$ cat config.mk
export PLATFORM = sky130hd
export DESIGN_NAME = wb_arbiter
export DESIGN_NICKNAME = d
export VERILOG_FILES = /design/src/rtl/wb_arbiter.sv
export SDC_FILE = /design/constraint.sdc
export NUM_CORES = 1
export LEC_CHECK = 0
export BUFFER_PORTS_ARGS = -buffer_cell sky130_fd_sc_hd__buf_2
export CAP_MARGIN = 30
export CORE_MARGIN = 1
export CORE_UTILIZATION = 59
export DETAILED_ROUTE_END_ITERATION = 10
export PLACE_DENSITY = 0.85
export SYNTH_ARGS = -nofsm -noshare
export SYNTH_HDL_FRONTEND = slang
export SYNTH_SLANG_ARGS = --single-unit
$ cat constraint.sdc
create_clock -name clk -period 6.6 [get_ports clk]
set_input_delay 0.99 -clock clk [delete_from_list [all_inputs] [get_ports clk]]
set_output_delay 0.99 -clock clk [all_outputs]
set_load 0.005 [all_outputs]
$ cat src/rtl/wb_arbiter.sv
// Register-file write port arbiter: pipeline writeback vs. buffered
// long-latency results, with busy scoreboard and stale-result kill.
module wb_arbiter #(
  parameter int DEPTH = 2,
  parameter int DW    = 32
) (
  input  logic          clk,
  input  logic          reset,
  input  logic          pipe_wr,
  input  logic [4:0]    pipe_addr,
  input  logic [DW-1:0] pipe_data,
  input  logic          iss_valid,
  input  logic [4:0]    iss_addr,
  input  logic          aux_valid,
  input  logic [4:0]    aux_addr,
  input  logic [DW-1:0] aux_data,
  output logic          aux_ready,
  output logic          rf_wr,
  output logic [4:0]    rf_addr,
  output logic [DW-1:0] rf_data,
  output logic [31:0]   busy
);

  localparam int AW = (DEPTH > 1) ? $clog2(DEPTH) : 1;
  localparam int CW = $clog2(DEPTH + 1);

  logic [4:0]    fa_q [DEPTH];
  logic [DW-1:0] fd_q [DEPTH];
  logic [AW-1:0] wp_q, wp_d;
  logic [AW-1:0] rp_q, rp_d;
  logic [CW-1:0] cnt_q, cnt_d;

  logic          rf_wr_q, rf_wr_d;
  logic [4:0]    rf_addr_q, rf_addr_d;
  logic [DW-1:0] rf_data_q, rf_data_d;
  logic [31:0]   busy_q, busy_d;
  logic [31:0]   kill_q, kill_d;

  logic          pw, push, pop;
  logic [4:0]    ha;
  logic [DW-1:0] hd;
  logic [31:0]   set_m, clr_m, kset_m;

  assign aux_ready = (cnt_q < CW'(DEPTH));

  always_comb begin
    pw   = pipe_wr && (pipe_addr != 5'd0);
    push = aux_valid && aux_ready;
    pop  = !pw && (cnt_q != '0);
    ha   = fa_q[rp_q];
    hd   = fd_q[rp_q];

    set_m  = '0;
    clr_m  = '0;
    kset_m = '0;
    if (iss_valid && (iss_addr != 5'd0))
      set_m = 32'd1 << iss_addr;
    if (pop && (ha != 5'd0))
      clr_m = 32'd1 << ha;
    // A pipe write over an outstanding result makes that result stale
    if (pw && busy_q[pipe_addr])
      kset_m = 32'd1 << pipe_addr;

    busy_d    = (busy_q & ~clr_m) | set_m;
    busy_d[0] = 1'b0;
    kill_d    = (kill_q & ~clr_m) | kset_m;

    rf_wr_d   = 1'b0;
    rf_addr_d = rf_addr_q;
    rf_data_d = rf_data_q;
    if (pw) begin
      rf_wr_d   = 1'b1;
      rf_addr_d = pipe_addr;
      rf_data_d = pipe_data;
    end else if (pop && (ha != 5'd0) && !kill_q[ha]) begin
      rf_wr_d   = 1'b1;
      rf_addr_d = ha;
      rf_data_d = hd;
    end

    wp_d  = push ? wp_q + AW'(1) : wp_q;
    rp_d  = pop  ? rp_q + AW'(1) : rp_q;
    cnt_d = cnt_q + CW'(push) - CW'(pop);
  end

  always_ff @(posedge clk or negedge reset) begin
    if (!reset) begin
      wp_q      <= '0;
      rp_q      <= '0;
      cnt_q     <= '0;
      rf_wr_q   <= 1'b0;
      rf_addr_q <= '0;
      rf_data_q <= '0;
      busy_q    <= '0;
      kill_q    <= '0;
    end else begin
      wp_q      <= wp_d;
      rp_q      <= rp_d;
      cnt_q     <= cnt_d;
      rf_wr_q   <= rf_wr_d;
      rf_addr_q <= rf_addr_d;
      rf_data_q <= rf_data_d;
      busy_q    <= busy_d;
      kill_q    <= kill_d;
    end
  end

  always_ff @(posedge clk) begin
    if (push) begin
      fa_q[wp_q] <= aux_addr;
      fd_q[wp_q] <= aux_data;
    end
  end

  assign rf_wr   = rf_wr_q;
  assign rf_addr = rf_addr_q;
  assign rf_data = rf_data_q;
  assign busy    = busy_q;

endmodule
==> impl_metrics.ini, run 1 <==
[detailed_routing]
drtIter0Drc = 500
viasPerCell = 6.29
ant_nets = 0
dr_total_vias = 5840
wirelength_mm = 19.7
wl_per_cell_microns = 21.2
detail_route.first_pass.iterations = 4
drc = 0

[layout]
fill_cells = 838
multi_input_area_sq_um = 2880
drive_above_1_share = 0.291
area_growth_pct = 19.5
diodes = 0
final_nets = 830
regArea_sq_um = 4850
fin_util = 0.734

[critical_path]
cp-start-kind = flip-flop
rr_worst_depth = 8
path_class = flip-flop to flip-flop
critPathRequiredTime_ns = 6.91
crit_end = rf_data[20]
r2r_start = rp_q
cp.arrival_ns = 3.72
critPathLaunch = rp_q
reg2reg_to = rf_data[20]
r2r_setup_slack_ns = 3.19
end_kind = flip-flop
crit_fanout = 38

[timing]
fin_crit_ns = 3.41
rsz0062_at_grt = no
finalHoldViolCount = 0
setup_violations = 0
holdWs_ns = 0.409
period_share = 0.516
worst_pin_slew_ns = 0.922
setup_tns_ns = 0
maxSlewHeadroom = 0.386
max_freq_mhz = 294
slew_violations = 0
fin_skew_ns = 0.00526
fin_ws_ns = 3.19

[yosys]
synth_top_cell_by_area = dfrtp_1
synth_top_family_by_area = compound AO/OA/AOI/OAI gates
yosysSeqAreaShare = 0.616
synth_seq_cells = 179
syn-num-nets = 685
synth_cells = 599
synthFlopType = dfrtp_1
synthArstFlopShare = 0.587
synth_edf_count = 74
synth-compound-area-share = 0.132
synth-simple-area-share = 0.0904
synth_top_area_frac = 0.333
synth.avg_cell_area_sq_um = 13.2
synthAdderAreaFrac = 0.00318
syn_area_sq_um = 7880
ys_warn_count = 0
post_synth_main_area_contributors = dfrtp_1, edfxtp_1, mux2_1
synthMuxAreaShare = 0.132
synth_xor_area_frac = 0.00445
synth.distinct_cells = 52

[global_routing]
antenna_found_initial = 0
grt_pass1_wl_mm = 31.3
grt_pass1_vias = 5848
grt_overflow = 0
grt_max_degree = 77
grt_usage = 0.296

[clock_tree]
clkTransAtPathRegs_ns = 0.06
cts-root-buf = clkbuf_16
cts_made_buffers = 17
cts_buffer_depth = 2
ctsHtreeMaxLevel = 4
ctsResizeCount = 0
post-cts-setup-buffers = 0
tritoncts = yes
clkSinkCount = 179
clk_latency_ns = 0.43
cts_hold_buffers = 0

[pwr]
p_leak_nw = 3.93
pwr-share-clk = 0.251
total_power_mw = 4.12
netSwitchingPower_mw = 1.32
vdd_drop_max_v = 0.000273
intPower_mw = 2.80
seqPwrFrac = 0.453
switching_share = 0.321
combPwrFrac = 0.295
power.density_nw_per_um2 = 438

[floorplanning]
design.portCount = 155
dieWidth_microns = 118
fp.dieArea_sq_um = 13800
initial_utilization = 0.614
core-area_sq_um = 12800
num_rows = 41
die_h_microns = 118

[hold_path]
hold_class = flip-flop to flip-flop

[placed_design]
post-place-ws_ns = 3.01
place_hpwl_mm = 13.6
port_buffers = 153
place_congestion = 0.908

[outcome]
outcome = finished, final reports clean

[flow_run]
max-cap-violations = 0
-- layout by cell type (no fill, tap or decap), types with 3 or more instances in the layout --
master,instances
buf_2,152
nor2_1,49
nand2_1,49
o2bb2ai_1,27
nor2b_1,8
mux2_1,35
buf_4,5
dfrtp_1,104
xnor2_1,3
mux4_2,8
nand4b_1,4
inv_1,5
a22o_1,25
or2_2,3
nor3_1,3
nor4b_1,3
edfxtp_1,74
mux2i_1,35
and3_1,4
a22oi_1,5
a32o_1,9
mux2_2,10
nand3b_1,3
clkinv_2,5
clkbuf_16,17
a222oi_1,5
a2bb2oi_1,3
nand2b_1,8
bufinv_16,3
a21oi_1,41
a31oi_1,5
o21ai_0,9
-- cell usage after synthesis, drive strengths merged, types with 4 or more instances --
cell and n:
a31oi 5, nand2b 8, o21ai 10, nand2 50, mux2i 35, a222oi 5, dfrtp 105, a32o 9
mux4 8, nand4b 4, a22oi 5, o2bb2ai 27, a21oi 41, mux2 45, or2 5, nor2 50
clkbuf 15, and3 5, buf 18, inv 5, nor2b 8, a22o 25, edfxtp 74
-- power by group through the flow --
stage | Sequential (mW) | Clock [mW] | Combinational (mW)
4_1_cts | 1.86 | 1.05 | 1.22
3_5_place_dp | 1.87 | 0 | 1.20
6_report | 1.87 | 1.04 | 1.22
5_1_grt | 1.90 | 1.09 | 1.32
2_1_floorplan | 1.77 | 0 | 0.786
3_3_place_gp | 1.86 | 0 | 1.16
-- logic make-up after synthesis --
group                    Yosys count
multiplexers                      88
AO/OA/AOI/OAI                    138
AND/OR/NAND/NOR                  149
buffers and inverters             38
flip-flops                       179
XOR/XNOR                           4
other                              1
adder cells (fa/ha/maj)            2
-- state kept, by name (all words and copies together), names as in the netlist --
signal / flops
fd_q: 64
wp_q: 1
busy: 31
rp_q: 1
kill_q: 32
cnt_q: 2
rf_addr: 5
fa_q: 10
rf_wr: 1
rf_data: 32
-- through the flow --
step                      std cells  instance area, sq um
after floorplan                 599                  7880
after global placement          895                  8760
after detailed placement        896                  8780
after CTS                       928                  9390
after global routing            929                  9420
final                           929                  9420
-- worst min path at each step --
| stage | slack, ns | from | endpoint | cells past startpoint |
|---|---|---|---|---|
| 5_1_grt | 0.42 | kill_q[0] | kill_q[0] | 0 |
| 3_3_place_gp | 0.39 | kill_q[0] | kill_q[0] | 0 |
| 4_1_cts | 0.41 | kill_q[0] | kill_q[0] | 0 |
| 6_report | 0.41 | kill_q[0] | kill_q[0] | 0 |
| 3_5_place_dp | 0.40 | kill_q[0] | kill_q[0] | 0 |
| 2_1_floorplan | 0.45 | kill_q[0] | kill_q[0] | 1 |
-- layout make-up --
| cell class | count | area share |
|---|---|---|
| clock inverter | 13 | 0.0166 |
| inverter | 5 | 0.00199 |
| tap | 172 | 0.0229 |
| timing repair buffer | 159 | 0.0898 |
| multi-input combinational | 382 | 0.305 |
| sequential | 179 | 0.515 |
| clock buffer | 19 | 0.0481 |
-- critical path, stage by stage, from the launching register on --
cell and delay (ns):
dfrtp_2 0.87, nand2b_1 0.30, o22ai_1 0.69, a21oi_1 0.24, nand2_2 0.15, or3_1 0.15, o2111ai_4 0.11, buf_4 0.35
mux2_1 0.39
-- routing by layer --
metal  GRT usage  vias to the layer above  wire length, microns
met2       0.467                      352                  9370
met3      0.0712                       47                  1590
met5           0                        -                     0
met1       0.391                     2880                  8130
met4       0.137                        0                   578
li1            -                     2561                     -
Note: power is estimated with default switching activity, not from simulation.
==> run 2: changes to the inputs <==
--- a/config.mk
+++ b/config.mk
@@ -8,9 +8,9 @@
 export BUFFER_PORTS_ARGS = -buffer_cell sky130_fd_sc_hd__buf_2
 export CAP_MARGIN = 30
 export CORE_MARGIN = 1
-export CORE_UTILIZATION = 59
+export CORE_UTILIZATION = 50
 export DETAILED_ROUTE_END_ITERATION = 10
-export PLACE_DENSITY = 0.85
+export PLACE_DENSITY = 0.76
 export SYNTH_ARGS = -nofsm -noshare
 export SYNTH_HDL_FRONTEND = slang
 export SYNTH_SLANG_ARGS = --single-unit
==> constraint.sdc (replaced) <==
create_clock -name clk -period 3.1 [get_ports clk]
set_input_delay 0.465 -clock clk [delete_from_list [all_inputs] [get_ports clk]]
set_output_delay 0.465 -clock clk [all_outputs]
set_load 0.005 [all_outputs]
==> run 2 against run 1 <==
Via count decreased by 1.7%. Final cell count increased by 4.7%. Sequential cell count unchanged. Clock power increased by 100%. Core utilization decreased by 12 points. Global-route usage decreased by 3.3 points. Worst setup slack got worse by 3.0 ns. Critical endpoint is now rf_data[23]. Largest power group unchanged.
==> impl_metrics.ini, run 2 (synthesized netlist as in run 1, its figures left out) <==
[outcome]
outcome = finished, final reports clean

[floorplanning]
dieWidth_microns = 128
core-area_sq_um = 15300
fp.dieArea_sq_um = 16300
design.portCount = 155
initial_utilization = 0.514
die_h_microns = 128
num_rows = 45

[detailed_routing]
wl_per_cell_microns = 20.8
dr_total_vias = 5739
viasPerCell = 5.90
detail_route.first_pass.iterations = 8
drtIter0Drc = 366
ant_nets = 0
drc = 0
wirelength_mm = 20.2

[critical_path]
critPathRequiredTime_ns = 3.41
cp-start-kind = flip-flop
crit_fanout = 38
path_class = flip-flop to flip-flop
cp.arrival_ns = 3.19
end_kind = flip-flop

[hold_path]
hold_class = primary input to async pin

[clock_tree]
tritoncts = yes
post-cts-setup-buffers = 0
clk_latency_ns = 0.43
cts-root-buf = clkbuf_16
cts_hold_buffers = 0
cts_buffer_depth = 2
clkTransAtPathRegs_ns = 0.07
ctsResizeCount = 0
cts_made_buffers = 17
clkSinkCount = 179
ctsHtreeMaxLevel = 4

[timing]
fin_crit_ns = 2.88
setup_tns_ns = 0
period_share = 0.930
maxSlewHeadroom = 0.375
worst_pin_slew_ns = 0.938
fin_skew_ns = 0.00725
rsz0062_at_grt = no
max_freq_mhz = 347
setup_violations = 0
slew_violations = 0
finalHoldViolCount = 0
holdWs_ns = 0.0790

[placed_design]
place_area_sq_um = 8890
place_congestion = 0.930
place_hpwl_mm = 14.3
port_buffers = 153

[pwr]
netSwitchingPower_mw = 2.86
switching_share = 0.327
p_leak_nw = 3.93
intPower_mw = 5.87
seqPwrFrac = 0.450
power.density_nw_per_um2 = 922
combPwrFrac = 0.307
total_power_mw = 8.73
vdd_drop_max_v = 0.000476
pwr-share-clk = 0.243

[layout]
largest_reg_flops = 64
mostFrequentLayoutCell = buf_2
multi_input_area_sq_um = 2880
final_nets = 835
regArea_sq_um = 4850
regMostFlops = fd_q
drive_above_1_share = 0.293
area_growth_pct = 20.2
mostFrequentLayoutCells = buf_2, dfrtp_1, edfxtp_1, nand2_1, nor2_1
post-route-cell-area_sq_um = 9470
fin_util = 0.618
diodes = 0
fill_cells = 1249

[flow_run]
max-cap-violations = 0

[global_routing]
grt_overflow = 0
grt_pass1_wl_mm = 32.1
antenna_found_initial = 2
grt_pass1_vias = 5858
grt_max_degree = 76
grt_usage = 0.263
-- run 2: cell count changes in the layout (fill, tap and decap cells not counted) --
cell | before | now
clkinvlp_4 | 2 | 4
clkinv_2 | 5 | 1
inv_8 | 0 | 1
buf_4 | 5 | 10
clkinv_1 | 0 | 1
clkinv_4 | 1 | 3
bufinv_16 | 3 | 2
buf_16 | 1 | 0
clkbuf_8 | 2 | 0
buf_12 | 1 | 2
clkbuf_1 | 0 | 1
-- run 2: critical path, stage by stage, from the launching register on --
cell and delay (ns):
dfrtp_2 0.57, and3b_1 0.26, or2_1 0.31, a222oi_1 0.30, a22oi_1 0.16, or3_1 0.37, o2111ai_4 0.12, buf_12 0.26
mux2_1 0.37
-- run 2: final timing paths --
| kind | from | slack [ns] | to | depth (start not counted) |
|---|---|---|---|---|
| max reg2reg | rp_q | 0.22 | rf_data[23] | 8 |
| min in group clk | aux_data[20] | 0.22 | fd_q[0][20] | 1 |
| min | reset | 0.08 | busy[21] | 1 |
| max | rp_q | 0.22 | rf_data[23] | 8 |
| max in group asynchronous | reset | 2.26 | rf_data[17] | 2 |
| min reg2reg | kill_q[0] | 0.42 | kill_q[0] | 0 |
-- run 2: power by group through the flow --
| stage | Sequential, mW | Clock [mW] | Combinational (mW) |
|---|---|---|---|
| after floorplan | 3.78 | 0 | 1.67 |
| after global placement | 3.90 | 0 | 2.61 |
| after detailed placement | 3.94 | 0 | 2.67 |
| after CTS | 3.91 | 2.15 | 2.70 |
| after global routing | 4.01 | 2.24 | 2.93 |
| final | 3.92 | 2.12 | 2.68 |
-- run 2: metal layers --
layer  up-vias  part of all wire  global-route usage
li1       2566                 -                   -
met1      2825              0.43               0.346
met2       290              0.47               0.413
met3        54             0.078              0.0733
met4         4             0.025               0.112
met5         -           0.00099                   0
-- run 2: per-stage QoR --
| stage | setup WS (ns) | std cells |
|---|---|---|
| 6_report | 0.218 | 973 |
| 5_1_grt | 0.0933 | 973 |
| 4_1_cts | 0.277 | 973 |
| 3_5_place_dp | 0.127 | 941 |
| 3_3_place_gp | 0.261 | 941 |
| 2_1_floorplan | 0.486 | 599 |
-- run 2: final cells by class --
| type | count | area share |
|---|---|---|
| Sequential cell | 179 | 0.512 |
| Multi-Input combinational cell | 382 | 0.304 |
| Timing Repair Buffer | 164 | 0.0925 |
| Clock buffer | 18 | 0.0453 |
| Tap cell | 211 | 0.0279 |
| Clock inverter | 14 | 0.0163 |
| Inverter | 5 | 0.00198 |
==> run 3: changes to the inputs <==
==> config.mk (replaced) <==
export PLATFORM = sky130hd
export DESIGN_NAME = wb_arbiter
export DESIGN_NICKNAME = d
export VERILOG_FILES = /design/src/rtl/wb_arbiter.sv
export SDC_FILE = /design/constraint.sdc
export NUM_CORES = 1
export LEC_CHECK = 0
export CAP_MARGIN = 30
export CORE_MARGIN = 1
export CORE_UTILIZATION = 57
export DETAILED_ROUTE_END_ITERATION = 10
export DONT_BUFFER_PORTS = 1
export PLACE_DENSITY = 0.75
export SYNTH_ARGS = -nofsm -noshare
export SYNTH_HDL_FRONTEND = slang
export SYNTH_SLANG_ARGS = --single-unit
==> run 3 against run 2 <==
Global-route usage rose by 1.5 points. Worst hold slack gained 0.048 ns. Sequential power up 4%. Clock power decreased by 4%. First-iteration DRC count increased by 12%. Sequential cell count unchanged. Worst setup slack got worse by 0.019 ns. Critical endpoint is now rf_data[1]. Highest routed layer is now met4.
==> impl_metrics.ini, run 3 (synthesized netlist as in run 1, its figures left out) <==
[global_routing]
antenna_found_initial = 0
grt_pass1_wl_mm = 29.4
grt_usage = 0.278
grt_pass1_vias = 5351
grt_max_degree = 106
grt_overflow = 0

[pwr]
power.density_nw_per_um2 = 942
netSwitchingPower_mw = 2.69
vdd_drop_max_v = 0.000508
switching_share = 0.330
pwr-share-clk = 0.249
combPwrFrac = 0.252
intPower_mw = 5.46
total_power_mw = 8.16
p_leak_nw = 3.34
seqPwrFrac = 0.498

[timing]
max_freq_mhz = 345
holdWs_ns = 0.127
slew_violations = 0
worst_pin_slew_ns = 0.924
fin_ws_ns = 0.199
period_share = 0.936
fin_skew_ns = 0.00740
setup_violations = 0
setup_tns_ns = 0
finalHoldViolCount = 0
rsz0062_at_grt = no
fin_crit_ns = 2.90
maxSlewHeadroom = 0.384

[floorplanning]
dieWidth_microns = 120
core-area_sq_um = 13300
die_h_microns = 120
num_rows = 42
initial_utilization = 0.590
fp.dieArea_sq_um = 14300
design.portCount = 155

[clock_tree]
tritoncts = yes
cts_made_buffers = 17
ctsHtreeMaxLevel = 4
clkTransAtPathRegs_ns = 0.07
clk_latency_ns = 0.43
ctsResizeCount = 0
cts_buffer_depth = 2
cts-root-buf = clkbuf_16
cts_hold_buffers = 2
post-cts-setup-buffers = 0
clkSinkCount = 179

[detailed_routing]
wirelength_mm = 18.9
detail_route.first_pass.iterations = 7
ant_nets = 0
drtIter0Drc = 410
drc = 0
viasPerCell = 6.54
dr_total_vias = 5150
wl_per_cell_microns = 24.0

[placed_design]
place_congestion = 0.996
place_hpwl_mm = 13.2
post-place-ws_ns = 0.227
port_buffers = 0

[layout]
mostFrequentLayoutCells = dfrtp_1, edfxtp_1, nand2_1, nor2_1, a21oi_1
diodes = 0
mostFrequentLayoutCell = dfrtp_1
final_nets = 684
regMostFlops = fd_q
area_growth_pct = 9.86
largest_reg_flops = 64
drive_above_1_share = 0.118

[critical_path]
path_class = flip-flop to flip-flop
critPathRequiredTime_ns = 3.41
crit_fanout = 32
crit_chain = nor3b_2, or2_2, a221oi_1, a22oi_1, a22o_1, o2111ai_4, buf_12, mux2_1
cp.buffers_inverters = 1
critPathSlowestCell = dfrtp_2
end_kind = flip-flop
cp-start-kind = flip-flop
crit_path_max_incr_delay_ns = 0.53
cp.arrival_ns = 3.21
critPathTopFamily = compound AO/OA/AOI/OAI gates

[outcome]
outcome = finished, final reports clean

[flow_run]
max-cap-violations = 0

[hold_path]
hold_class = primary input to flip-flop
-- run 3: final cells by class --
| cell class | instances | area, sq um |
|---|---|---|
| inverter | 5 | 18.8 |
| timing repair buffer | 13 | 133 |
| sequential | 179 | 4850 |
| fill | 1004 | 4690 |
| clock inverter | 15 | 131 |
| clock buffer | 17 | 425 |
| tap | 176 | 220 |
| multi-input combinational | 382 | 2880 |
-- run 3: routing by layer --
layer / wire (microns) / part of all wire / GRT usage
met1: 7280 / 0.39 / 0.342
met2: 9140 / 0.48 / 0.453
met3: 1890 / 0.10 / 0.0817
met4: 581 / 0.031 / 0.129
met5: 0 / 0 / 0
-- run 3: final timing paths --
check	startpoint	endpoint	slack (ns)	cells past startpoint
min reg2reg	kill_q[0]	kill_q[0]	0.44	0
min	aux_data[19]	fd_q[1][19]	0.13	0
min in group asynchronous	reset	kill_q[26]	0.65	2
max in group asynchronous	reset	rp_q	2.02	2
max reg2reg	rp_q	rf_data[1]	0.20	8
max	rp_q	rf_data[1]	0.20	8
-- run 3: through the flow --
step | instances | instance area (sq um) | utilization
finish | 787 | 8660 | 0.648
global route | 787 | 8660 | 0.648
floorplan | 599 | 7880 | -
detailed placement | 753 | 8060 | 0.604
CTS | 787 | 8660 | 0.648
global placement | 753 | 8060 | 0.604
-- run 3: power groups by stage --
stage | registers (mW) | logic, mW | clock network, mW
detailed placement | 4.09 | 2.02 | 0
finish | 4.06 | 2.06 | 2.03
CTS | 4.06 | 2.07 | 2.06
floorplan | 3.78 | 1.67 | 0
global placement | 4.05 | 1.96 | 0
global route | 4.15 | 2.25 | 2.16
